`config.mk`:
```
export PLATFORM = sky130hd
export DESIGN_NAME = sd_mount_ctrl_flat
export DESIGN_NICKNAME = d
export VERILOG_FILES = /design/src/rtl/sd_mount_pkg.sv /design/src/rtl/sd_mount_ctrl_if.sv /design/src/rtl/sd_act_timer.sv /design/src/rtl/sd_mount_ctrl.sv /design/src/flat_wrapper.sv
export SDC_FILE = /design/constraint.sdc
export NUM_CORES = 1
export LEC_CHECK = 0
export ABC_AREA = 1
export CAP_MARGIN = 10
export CORE_ASPECT_RATIO = 0.9
export CORE_MARGIN = 5
export CORE_UTILIZATION = 30
export CTS_BUF_LIST = sky130_fd_sc_hd__clkbuf_16
export CTS_CLUSTER_DIAMETER = 200
export DETAILED_ROUTE_END_ITERATION = 12
export SLEW_MARGIN = 10
export SYNTH_ARGS = -nofsm -noshare
export SYNTH_HDL_FRONTEND = slang
export SYNTH_HIERARCHICAL = 1
export SYNTH_SLANG_ARGS = --single-unit
```
`constraint.sdc`:
```
create_clock -name clk_sys -period 2.34 [get_ports clk_sys]
set_input_delay 0.702 -clock clk_sys [delete_from_list [all_inputs] [get_ports clk_sys]]
set_output_delay 0.702 -clock clk_sys [all_outputs]
set_load 0.005 [all_outputs]
```
`src/rtl/sd_mount_pkg.sv`:
```
// Shared types and default timing constants for the virtual SD mount controller.
package sd_mount_pkg;

    typedef enum logic [1:0] {
        RUN   = 2'd0,
        DRAIN = 2'd1,
        HOLD  = 2'd2
    } sd_mount_state_t;

    localparam int HOLD_CYCLES_DEF = 10000000;
    localparam int DRAIN_MAX_DEF   = 65535;
    localparam int ACT_CYCLES_DEF  = 1000000;

endpackage

```
`src/rtl/sd_mount_ctrl_if.sv`:
```
// Signal bundle between mist_io / tsconf SPI / sd_card and the mount controller.
interface sd_mount_ctrl_if;

    // img_mounted is a one-cycle strobe qualifying img_size; there is no ready:
    // the controller accepts a strobe in every state and never stalls the source.
    logic        img_mounted;
    logic [63:0] img_size;
    logic        spi_ss_n;
    logic        spi_mosi;
    logic        spi_miso;
    logic        vsd_sel;
    logic        vsd_ss_n;
    logic        reset_req;
    logic        sd_act;
    logic [1:0]  state_o;

    modport master (
        output img_mounted, img_size, spi_ss_n, spi_mosi, spi_miso,
        input  vsd_sel, vsd_ss_n, reset_req, sd_act, state_o
    );

    modport slave (
        input  img_mounted, img_size, spi_ss_n, spi_mosi, spi_miso,
        output vsd_sel, vsd_ss_n, reset_req, sd_act, state_o
    );

endinterface

```
`src/rtl/sd_act_timer.sv`:
```
// SPI line edge detector plus saturating stretch timer driving the SD activity LED.
module sd_act_timer
    import sd_mount_pkg::*;
#(
    parameter int ACT_CYCLES = ACT_CYCLES_DEF
) (
    input  logic clk_sys,
    input  logic reset,
    input  logic spi_mosi,
    input  logic spi_miso,
    output logic sd_act
);

    localparam int TW = $clog2(ACT_CYCLES + 1);
    localparam logic [TW-1:0] ACT_MAX = TW'(ACT_CYCLES);

    logic          mosi_q;
    logic          miso_q;
    logic          edge_q;
    logic [TW-1:0] timer_q;

    always_ff @(posedge clk_sys) begin
        if (reset) begin
            mosi_q  <= 1'b0;
            miso_q  <= 1'b0;
            edge_q  <= 1'b0;
            timer_q <= ACT_MAX;
        end else begin
            mosi_q <= spi_mosi;
            miso_q <= spi_miso;
            edge_q <= (spi_mosi ^ mosi_q) | (spi_miso ^ miso_q);
            // Timer parks at ACT_MAX, which is the "idle" value seen after reset.
            if (edge_q) begin
                timer_q <= '0;
            end else if (timer_q != ACT_MAX) begin
                timer_q <= timer_q + TW'(1);
            end
        end
    end

    assign sd_act = (timer_q < ACT_MAX);

endmodule

```
`src/rtl/sd_mount_ctrl.sv`:
```
// Virtual SD mount sequencer: drains SPI, holds core cold reset, gates card select.
// Optional SD activity LED logic is built when SD_ACT_LED_EN is defined.
module sd_mount_ctrl
    import sd_mount_pkg::*;
#(
    parameter int HOLD_CYCLES = HOLD_CYCLES_DEF,
    parameter int DRAIN_MAX   = DRAIN_MAX_DEF,
    parameter int ACT_CYCLES  = ACT_CYCLES_DEF
) (
    input  logic            clk_sys,
    input  logic            reset,
    sd_mount_ctrl_if.slave  bus
);

    localparam int HW = $clog2(HOLD_CYCLES + 1);
    localparam int DW = (DRAIN_MAX > 0) ? $clog2(DRAIN_MAX + 1) : 1;
    localparam logic [HW-1:0] HOLD_LOAD = HW'(HOLD_CYCLES - 1);
    localparam logic [DW:0]   DRAIN_LIM = (DW + 1)'(DRAIN_MAX);

    if (HOLD_CYCLES < 1 || ACT_CYCLES < 1) begin : g_param_check
        $error("sd_mount_ctrl: HOLD_CYCLES and ACT_CYCLES must be >= 1");
    end

    sd_mount_state_t state_q, state_d;
    logic            pend_sel_q, pend_sel_d;
    logic            vsd_sel_q, vsd_sel_d;
    logic            reset_req_q, reset_req_d;
    logic [HW-1:0]   hold_cnt_q, hold_cnt_d;
    logic [DW-1:0]   drain_cnt_q, drain_cnt_d;
    logic [DW:0]     drain_inc;
    logic            mount_sel;
    logic            enter_hold;
    logic            enter_sel;

    assign mount_sel = |bus.img_size;
    assign drain_inc = {1'b0, drain_cnt_q} + (DW + 1)'(1);

    always_ff @(posedge clk_sys) begin
        if (reset) begin
            state_q     <= RUN;
            pend_sel_q  <= 1'b0;
            vsd_sel_q   <= 1'b0;
            reset_req_q <= 1'b0;
            hold_cnt_q  <= '0;
            drain_cnt_q <= '0;
        end else begin
            state_q     <= state_d;
            pend_sel_q  <= pend_sel_d;
            vsd_sel_q   <= vsd_sel_d;
            reset_req_q <= reset_req_d;
            hold_cnt_q  <= hold_cnt_d;
            drain_cnt_q <= drain_cnt_d;
        end
    end

    always_comb begin
        state_d     = state_q;
        pend_sel_d  = pend_sel_q;
        vsd_sel_d   = vsd_sel_q;
        reset_req_d = reset_req_q;
        hold_cnt_d  = hold_cnt_q;
        drain_cnt_d = drain_cnt_q;
        enter_hold  = 1'b0;
        enter_sel   = pend_sel_q;

        case (state_q)
            RUN: begin
                if (bus.img_mounted) begin
                    pend_sel_d = mount_sel;
                    enter_sel  = mount_sel;
                    if (bus.spi_ss_n) begin
                        enter_hold = 1'b1;
                    end else begin
                        state_d     = DRAIN;
                        drain_cnt_d = '0;
                    end
                end
            end
            DRAIN: begin
                // A late mount replaces the latched presence but keeps the drain deadline.
                drain_cnt_d = drain_inc[DW-1:0];
                if (bus.img_mounted) begin
                    pend_sel_d = mount_sel;
                    enter_sel  = mount_sel;
                end
                if (bus.spi_ss_n || (drain_inc >= DRAIN_LIM)) begin
                    enter_hold = 1'b1;
                end
            end
            HOLD: begin
                // A mount in the final hold cycle still wins over the exit to RUN.
                if (bus.img_mounted) begin
                    pend_sel_d = mount_sel;
                    vsd_sel_d  = mount_sel;
                    hold_cnt_d = HOLD_LOAD;
                end else if (hold_cnt_q == '0) begin
                    state_d     = RUN;
                    reset_req_d = 1'b0;
                end else begin
                    hold_cnt_d = hold_cnt_q - HW'(1);
                end
            end
            default: begin
                state_d     = RUN;
                reset_req_d = 1'b0;
            end
        endcase

        if (enter_hold) begin
            state_d     = HOLD;
            vsd_sel_d   = enter_sel;
            hold_cnt_d  = HOLD_LOAD;
            reset_req_d = 1'b1;
        end
    end

    assign bus.vsd_sel   = vsd_sel_q;
    assign bus.reset_req = reset_req_q;
    assign bus.state_o   = state_q;
    assign bus.vsd_ss_n  = ~vsd_sel_q | bus.spi_ss_n | (state_q == HOLD);

    logic sd_act_w;

`ifdef SD_ACT_LED_EN
    sd_act_timer #(
        .ACT_CYCLES(ACT_CYCLES)
    ) u_act_timer (
        .clk_sys (clk_sys),
        .reset   (reset),
        .spi_mosi(bus.spi_mosi),
        .spi_miso(bus.spi_miso),
        .sd_act  (sd_act_w)
    );
`else
    assign sd_act_w = 1'b0;
`endif

    assign bus.sd_act = sd_act_w;

endmodule

```
`src/flat_wrapper.sv`:
```
// flat-port wrapper written by rule: the top's interface ports become plain ports
module sd_mount_ctrl_flat import sd_mount_pkg::*;
#(
    parameter int HOLD_CYCLES = HOLD_CYCLES_DEF,
    parameter int DRAIN_MAX   = DRAIN_MAX_DEF,
    parameter int ACT_CYCLES  = ACT_CYCLES_DEF
)
  (clk_sys, reset, bus_img_mounted, bus_img_size, bus_spi_ss_n, bus_spi_mosi, bus_spi_miso, bus_vsd_sel, bus_vsd_ss_n, bus_reset_req, bus_sd_act, bus_state_o);
  sd_mount_ctrl_if bus_i ();
  input  logic clk_sys;
  input  logic reset;
  input wire logic [$bits(bus_i.img_mounted)-1:0] bus_img_mounted;
  input wire logic [$bits(bus_i.img_size)-1:0] bus_img_size;
  input wire logic [$bits(bus_i.spi_ss_n)-1:0] bus_spi_ss_n;
  input wire logic [$bits(bus_i.spi_mosi)-1:0] bus_spi_mosi;
  input wire logic [$bits(bus_i.spi_miso)-1:0] bus_spi_miso;
  output wire logic [$bits(bus_i.vsd_sel)-1:0] bus_vsd_sel;
  output wire logic [$bits(bus_i.vsd_ss_n)-1:0] bus_vsd_ss_n;
  output wire logic [$bits(bus_i.reset_req)-1:0] bus_reset_req;
  output wire logic [$bits(bus_i.sd_act)-1:0] bus_sd_act;
  output wire logic [$bits(bus_i.state_o)-1:0] bus_state_o;
  assign bus_i.img_mounted = bus_img_mounted;
  assign bus_i.img_size = bus_img_size;
  assign bus_i.spi_ss_n = bus_spi_ss_n;
  assign bus_i.spi_mosi = bus_spi_mosi;
  assign bus_i.spi_miso = bus_spi_miso;
  assign bus_vsd_sel = bus_i.vsd_sel;
  assign bus_vsd_ss_n = bus_i.vsd_ss_n;
  assign bus_reset_req = bus_i.reset_req;
  assign bus_sd_act = bus_i.sd_act;
  assign bus_state_o = bus_i.state_o;
  sd_mount_ctrl #(.HOLD_CYCLES(HOLD_CYCLES), .DRAIN_MAX(DRAIN_MAX), .ACT_CYCLES(ACT_CYCLES)) u_core (.clk_sys(clk_sys), .reset(reset), .bus(bus_i));
endmodule
```
# Word level (Yosys, flattened, before mapping)
# Cells that the tools add are included.
[word_totals] register_bits=45 word_cells=72
[classes] n_mux=26 reduce_logical=17 add_sub_neg=2 bitwise=4 magnitude_cmp=1 n_eq_ne=14
[op_table] operator="2-to-1 mux 24 bit" n=4
[op_table] operator="OR reduction 64 bit" n=1
[op_table] operator="2-to-1 mux 16 bit" n=2
[op_table] operator="case mux 16 bit (2 select lines)" n=1
[op_table] operator="logical NOT 24 bit" n=1
[op_table] operator="subtractor 24 x 1 -> 24 bit (second input constant)" n=1
[op_table] operator="adder 16 x 1 -> 17 bit (second input constant)" n=1
[op_table] operator="greater-or-equal comparator 17 x 16 -> 1 bit (second input constant)" n=1
[op_table] operator="inequality test 3 x 2 -> 1 bit (second input constant)" n=4
[op_table] operator="2-to-1 mux 1 bit" n=11
[op_table] operator="2-to-1 mux 2 bit" n=5
[op_table] operator="AND reduction 5 bit" n=2
[op_table] operator="inequality test 2 bit (second input constant)" n=4
[op_table] operator="inequality test 2 x 1 -> 1 bit (second input constant)" n=3
[op_table] operator="case mux 2 bit (3 select lines)" n=1
[op_table] operator="AND reduction 2 bit" n=3
[op_table] operator="AND reduction 3 bit" n=2
[op_table] operator="nonzero test 2 bit" n=3
[op_table] operator="case mux 1 bit (2 select lines)" n=2
[op_table] operator="OR reduction 2 bit" n=2
[op_table] operator="inequality test 3 x 1 -> 1 bit (second input constant)" n=1
[op_table] operator="OR reduction 3 bit" n=1
[op_table] operator="== test 2 x 1 -> 1 bit (second input constant)" n=1
[op_table] operator="== test 2 bit (second input constant)" n=1
[op_table] operator="other kinds (4)" n=6

# Longest topological paths before layout
# Gate-level depths: netlist of run 1.
[depth] depth_word=7 mapped_depth=16 mapped_depth_nobuf=16

# Worst setup path after synthesis of run 1
# No wires, ideal clock.
[synth_timing] kind="reg-to-reg" startpoint="reg u_core.drain_cnt_q[0]" endpoint="reg u_core.hold_cnt_q[10]" n_path_buf=1 arrival_time_ps=1769 period_less_slack_ps=1901 required_ps=2208 slack_ps=439 setup_time_ps=132 stages_incl_launch_ff=14 cell_sequence="dfxtp_1 > ha_1 > nand2_2 > nor2_2 > nand2_1 > o21bai_1 > nand3_1 > nor2_1 > nand3_1 > nand2_2 > nand2_4 > buf_2 > nand4_1 > a21oi_1"
[synth_between] elab_chain_len=7 word_cells_on_any_way=9 cone_classes="1 x add/sub; 1 x order compare; 1 x eq/ne; 3 x mux; 3 x reduce/logical"
[synth_rtl] element="start, declared" line="sd_mount_ctrl.sv:29" source="logic [DW-1:0] drain_cnt_q, drain_cnt_d;"
[synth_rtl] element="start signal, assigned" line="sd_mount_ctrl.sv:52" source="drain_cnt_q <= drain_cnt_d;"
[synth_rtl] element="adder 16 x 1 -> 17 bit (*)" line="sd_mount_ctrl.sv:36" source="assign drain_inc = {1'b0, drain_cnt_q} + (DW + 1)'(1);"
[synth_rtl] element="greater-or-equal comparator 17 x 16 -> 1 bit (*)" line="sd_mount_ctrl.sv:86" source="if (bus.spi_ss_n || (drain_inc >= DRAIN_LIM)) begin"
[synth_rtl] element="logical OR 1 bit (*)" line="sd_mount_ctrl.sv:86"
[synth_rtl] element="2-to-1 mux 1 bit (*)" line="sd_mount_ctrl.sv:86"
[synth_rtl] element="case mux 1 bit (2 select lines) (*)" line="sd_mount_ctrl.sv:66" source="case (state_q)"
[synth_rtl] element="inequality test 3 x 2 -> 1 bit (no source line) or nonzero test 2 bit (tied branches)"
[synth_rtl] element="AND reduction 2 bit (no source line)"
[synth_rtl] element="end signal, assigned" line="sd_mount_ctrl.sv:51" source="hold_cnt_q <= hold_cnt_d;"
[synth_rtl] element="end, declared" line="sd_mount_ctrl.sv:28" source="logic [HW-1:0] hold_cnt_q, hold_cnt_d;"
# Mark *: on every way between the ends. The rest lies on a longest branch, timed or not.
# A chain may end at the register's enable or synchronous reset.

# Worst setup path in the final report of run 1
[layout_timing] startpoint="in bus_spi_ss_n" endpoint="out bus_vsd_ss_n"
[layout_between] elab_chain_len=2
[layout_rtl] element="start, declared" line="flat_wrapper.sv:14" source="input wire logic [$bits(bus_i.spi_ss_n)-1:0] bus_spi_ss_n;"
[layout_rtl] element="OR 1 bit (2 in series)" line="sd_mount_ctrl.sv:120" source="assign bus.vsd_ss_n = ~vsd_sel_q | bus.spi_ss_n | (state_q == HOLD);"
[layout_rtl] element="end, declared" line="flat_wrapper.sv:18" source="output wire logic [$bits(bus_i.vsd_ss_n)-1:0] bus_vsd_ss_n;"
# No other way between the ends.

==> results of run 1 <==
## power by group
part	switching (mW)	leakage, nW	internal (mW)	total, mW
logic	0.768	1.22	0.601	1.37
clock network	0.290	0.0655	0.382	0.672
registers	0.0974	0.367	0.865	0.962
## cells in the mapped netlist (all sizes together)
cell type  number
xnor2           6
inv            41
nor3            5
conb            1
nor2           99
nor4            4
o21ai          17
xor2           13
nand2         115
ha              3
nand4          30
dfxtp          45
or2             3
clkbuf          9
nand3          47
a31oi           1
nand3b          4
o21bai          3
a21oi          32
buf             7
## through the flow
step	power, mW	std cells	instance area, µm²	util	TNS (ns)
2_1_floorplan	1.91	485	3030	-	0
3_3_place_gp	2.31	686	3970	0.406	-0.218
3_5_place_dp	2.34	686	3970	0.406	-0.200
4_1_cts	3.03	692	4100	0.419	0
5_1_grt	3.25	692	4120	0.421	0
6_report	3.00	692	4120	0.421	0
## area by class of cell
type	instances	area, µm²	share of cell area
Inverter	41	154	0.0374
Sequential cell	45	903	0.220
Clock buffer	5	125	0.0304
Clock inverter	1	5.00	0.00122
Tap cell	126	158	0.0383
Timing Repair Buffer	91	875	0.213
Multi-Input combinational cell	383	1900	0.461
## what timing repair did
item,4_1_cts,5_1_grt
setup endpoints to repair,1,16
gates resized for setup,1,5
hold buffers,0,0
## per-layer routing
layer / track usage / vias up / part of all wire
li1: - / 1759 / -
met1: 0.185 / 1512 / 0.47
met2: 0.241 / 41 / 0.49
met3: 0.0264 / 13 / 0.028
met4: 0.0522 / 0 / 0.019
met5: 0 / - / 0
## flip-flops by register name, summed over array words and instances, names as in the netlist
register and flops:
u_core/bus.vsd_sel 1, u_core/hold_cnt_q 24, u_core/drain_cnt_q 16, u_core/bus.state_o 2, u_core/pend_sel_q 1, u_core/bus.reset_req 1
## worst register-to-register path, cell delays in order, from the launching register on
cell	delay, ns
dfxtp_2	0.35
inv_1	0.05
ha_1	0.30
nor2_1	0.10
nor2_1	0.05
nor2_1	0.08
nand2_1	0.06
nor2_1	0.11
nand2_1	0.06
nor2_1	0.13
nand3_1	0.11
nand2_2	0.08
nand2_4	0.10
buf_4	0.19
nand3_1	0.07
nand2_1	0.05
a21oi_1	0.13
## path summary, 6_finish.rpt
path,start,end,cells after the start
max,bus_spi_ss_n,bus_vsd_ss_n,4
min,u_core/bus.reset_req,u_core/bus.reset_req,2
max reg2reg,u_core/drain_cnt_q[0],u_core/hold_cnt_q[15],16
min reg2reg,u_core/bus.reset_req,u_core/bus.reset_req,2
## cells by family (layout without fill, tap and decap cells)
family	count (synthesis)	in the layout
xor gates and xnor gates	19	19
DFF	45	45
other	1	1
buffers and inverters	57	138
AOI/OAI and AO/OA	53	53
and+or+nand+nor	307	307
adders and majority gates	3	3
==> run_results.csv, run 1 <==
group,metric,value,unit
sta,max_freq,0.443,GHz
critical_path,critPathSlowestCell,"clkdlybuf4s50_1",
synth,yosysUniqueCellTypes,32,
sta,setup_ws,0.0834,ns
flow_run,max_cap_violations,0,
drt,ant_nets,0,
clock_tree,clockBufferDepth,2,
global_routing,grt_pass1_wl,14500,µm
critical_path,rrSetupSlack,0.24,ns
synth,synth.area.top_cells,"dfxtp_1, nand2_1, nor2_1",
sta,hold_slack,0.476,ns
synth,synth_fa_ha_area_frac,0.0124,
critical_path,crit_path_cell_trace,"clkdlybuf4s50_1, inv_1, nand3_1, dlygate4sd2_1",
synth,ys_seq_area_frac,0.297,
clock_tree,worst_skew_pair.late_latency,0.29,ns
clock_tree,cts_buffers,5,
drt,viasPerCell,4.80,
status,status,"finished clean",
global_routing,overflow,0,
power_and_ir_drop,peakVddDrop,510,µV
placement,gp_congestion,0.884,
synth,synth_seq_cells,45,
synth,synthMuxAreaShare,0,
clock_tree,clk_pin_slew,0.06,ns
synth,synth_top_area_cell,"dfxtp_1",
critical_path,critPathTopFamily,"buffers and inverters",
floorplanning,start_util,0.310,
sta,final.setup_skew,0.00567,ns
placement,dpl.hpwl,6760,µm
placement,numPortBuffers,72,
layout,layout.cells.most_common,"nand2_1",
clock_tree,postCtsSetupBuffers,0,
drt,wire_per_inst,12.5,µm
layout,nets,640,
global_routing,antenna_found_initial,0,
synth,syn_nets,558,
critical_path,slowest_delay,0.47,ns
synth,synthXorXnorAreaFrac,0.0549,
drt,wl,8680,µm
synth,synth.avg_cell_area,6.25,µm²
layout,drive_gt1_frac,0.0848,
sta,period_minus_slack,2.26,ns
global_routing,gr-usage-all-layers,0.144,
drt,initialDrtViolationCount,161,
global_routing,first_global_vias,3181,
floorplanning,coreArea,0.00978,mm²
critical_path,path_class,"input pin to output port",
critical_path,cp_max_fo,2,
critical_path,arrival,1.55,ns
critical_path,crit_path_start_kind,"input pin",
power_and_ir_drop,leakagePower,1.65,nW
layout,area_growth,35.9,%
synth,synth_top_cell_area_share,0.297,
clock_tree,cts_tree,"built",
sta,final_hold_viol_count,0,
synth,synth_compound_area_frac,0.0917,
layout,nFillCells,1029,
global_routing,grt_max_degree,29,
clock_tree,htreeDepth,2,
layout,antenna_cells,0,
drt,remaining_drc_errors,0,
synth,synth_top_family_by_area,"simple AND/OR/NAND/NOR gates",
floorplanning,std_cell_rows,34,
layout,layout_common_cells,"nand2_1, nor2_1, clkdlybuf4s50_1",
drt,vias,3325,
hold_path,min_path_type,"flop to flop",
synth,yosysWarningCount,6,
synth,synth-simple-area-share,0.462,
floorplanning,die_y,105,µm
sta,setup_viol_count_final,0,
placement,place_ws,-0.200,ns
power_and_ir_drop,power_density,730,mW/mm²
floorplanning,io_pins,76,
critical_path,crit_buf_inv,3,
synth,netlist_instances,485,
floorplanning,die_width,116,µm
synth,syn_area,0.00303,mm²
critical_path,end_kind,"output port",
critical_path,critical_path_required,1.64,ns
drt,first_pass_iters,4,
sta,min_period_over_period,0.964,
floorplanning,die_area,0.0122,mm²
clock_tree,clock_sinks,45,
sta,drv_slew,0,
sta,rsz0062_at_grt,"no",
clock_tree,root_buffer,"clkbuf_16",
(Power assumes the default switching activity.)
==> run 2: changes to the inputs <==
--- a/config.mk
+++ b/config.mk
@@ -9,10 +9,13 @@
 export CAP_MARGIN = 10
 export CORE_ASPECT_RATIO = 0.9
 export CORE_MARGIN = 5
-export CORE_UTILIZATION = 30
+export CORE_UTILIZATION = 50
 export CTS_BUF_LIST = sky130_fd_sc_hd__clkbuf_16
 export CTS_CLUSTER_DIAMETER = 200
+export CTS_CLUSTER_SIZE = 25
 export DETAILED_ROUTE_END_ITERATION = 12
+export PLACE_DENSITY = 0.81
+export REMOVE_ABC_BUFFERS = 1
 export SLEW_MARGIN = 10
 export SYNTH_ARGS = -nofsm -noshare
 export SYNTH_HDL_FRONTEND = slang
==> run_results.csv, run 2 (same netlist as run 1, synthesis figures left out) <==
group,metric,value,unit
status,status,"finished clean",
clock_tree,worst_skew_pair.late_latency,0.29,ns
drt,wl,8710,µm
sta,final.setup_skew,0.00736,ns
power_and_ir_drop,power.total,3.14,mW
layout,layout.cells.most_common,"nand2_1",
hold_path,whs_path_depth,2,
critical_path,crit_path_start_kind,"input pin",
global_routing,grt_max_degree,29,
sta,drv_slew,0,
layout,drive_gt1_frac,0.0858,
layout,antenna_cells,0,
clock_tree,cts_tree,"built",
clock_tree,htreeDepth,2,
drt,first_pass_iters,5,
clock_tree,clk_pin_slew,0.06,ns
drt,vias,3460,
placement,dpl.hpwl,6720,µm
layout,largest_reg_flops,24,
layout,postLayoutCoreUtil,0.709,
power_and_ir_drop,leakagePower,1.68,nW
drt,remaining_drc_errors,0,
floorplanning,std_cell_rows,26,
critical_path,slowest_delay,0.49,ns
sta,max_freq,0.436,GHz
clock_tree,root_buffer,"clkbuf_16",
critical_path,path_class,"input pin to output port",
hold_path,min_from,"u_core/bus.reset_req",
drt,initialDrtViolationCount,202,
floorplanning,die_width,92.0,µm
placement,dp_cells,632,
critical_path,rr_startpoint,"u_core/drain_cnt_q[1]",
global_routing,busiest_layer,"met2",
drt,viasPerCell,5.40,
critical_path,crit_path_cell_trace,"clkdlybuf4s50_1, inv_1, nand3_1, clkdlybuf4s15_1",
clock_tree,cts_buffers,5,
global_routing,antenna_found_initial,0,
layout,max_flop_register,"u_core/hold_cnt_q",
global_routing,gr-usage-all-layers,0.227,
layout,final_cells,641,
critical_path,cp_max_fo,2,
floorplanning,start_util,0.523,
sta,tns,0,ns
critical_path,rr_worst_depth,16,
floorplanning,die_y,83.8,µm
clock_tree,clockBufferDepth,2,
layout,area_growth,35.6,%
placement,numPortBuffers,72,
floorplanning,coreArea,0.00579,mm²
sta,min_period_over_period,0.980,
flow_run,max_cap_violations,0,
layout,fin_area,0.00411,mm²
critical_path,arrival,1.59,ns
global_routing,grt_util_met3,0.0487,
sta,period_minus_slack,2.29,ns
placement,gp_congestion,0.896,
sta,setup_ws,0.0477,ns
critical_path,startpoint,"bus_spi_ss_n",
sta,final_hold_viol_count,0,
critical_path,critPathSlowestCell,"clkdlybuf4s50_1",
global_routing,overflow,0,
floorplanning,io_pins,76,
placement,placed_cell_area,0.00392,mm²
floorplanning,die_area,0.00772,mm²
hold_path,min_path_type,"flop to flop",
global_routing,met1_usage,0.293,
placement,place_ws,-0.254,ns
drt,ant_nets,0,
clock_tree,ctsHoldBuffers,0,
layout,nets,643,
sta,setup_viol_count_final,0,
sta,rsz0062_at_grt,"no",
global_routing,first_global_vias,3245,
sta,hold_slack,0.470,ns
drt,wire_per_inst,13.6,µm
clock_tree,clock_sinks,45,
global_routing,use_met2,0.375,
critical_path,critical_path_required,1.64,ns
power_and_ir_drop,peakVddDrop,492,µV
layout,layout_common_cells,"nand2_1, nor2_1, clkdlybuf4s50_1",
global_routing,grt_pass1_wl,14600,µm
power_and_ir_drop,power_density,764,mW/mm²
critical_path,end_kind,"output port",
-- run 2: worst paths after layout --
path / to / slack [ns]
max: bus_vsd_ss_n / 0.05
min: u_core/bus.reset_req / 0.47
max reg2reg: u_core/hold_cnt_q[19] / 0.16
min reg2reg: u_core/bus.reset_req / 0.47
-- run 2: power by group --
| group | switching [mW] | leakage, nW | total (mW) | internal, mW |
|---|---|---|---|---|
| sequential | 0.101 | 0.366 | 0.965 | 0.865 |
| combinational | 0.778 | 1.24 | 1.39 | 0.611 |
| clock | 0.288 | 0.0826 | 0.784 | 0.496 |
| total | 1.17 | 1.68 | 3.14 | 1.97 |
-- run 2: area by class of cell --
type | instances | area [µm²]
Clock buffer | 5 | 125
Clock inverter | 3 | 37.5
Sequential cell | 45 | 902
Fill cell | 500 | 1680
Multi-Input combinational cell | 383 | 1900
Tap cell | 70 | 87.6
Timing Repair Buffer | 94 | 898
Inverter | 41 | 154
-- run 2: timing repair --
item,in CTS,in global routing
setup buffers,0,1
endpoints found under the setup margin,1,27
pin swaps,0,2
resized for setup,1,5
-- run 2: layer usage --
layer  wire, µm  share of wire
met2       4070           0.47
met1       3820           0.44
met3        709          0.081
met5          0              0
met4        103          0.012
-- run 2: critical path: cells and delay by family --
family	cells	cell delay [ns]
buf+inv	3	0.80
simple gates	1	0.08
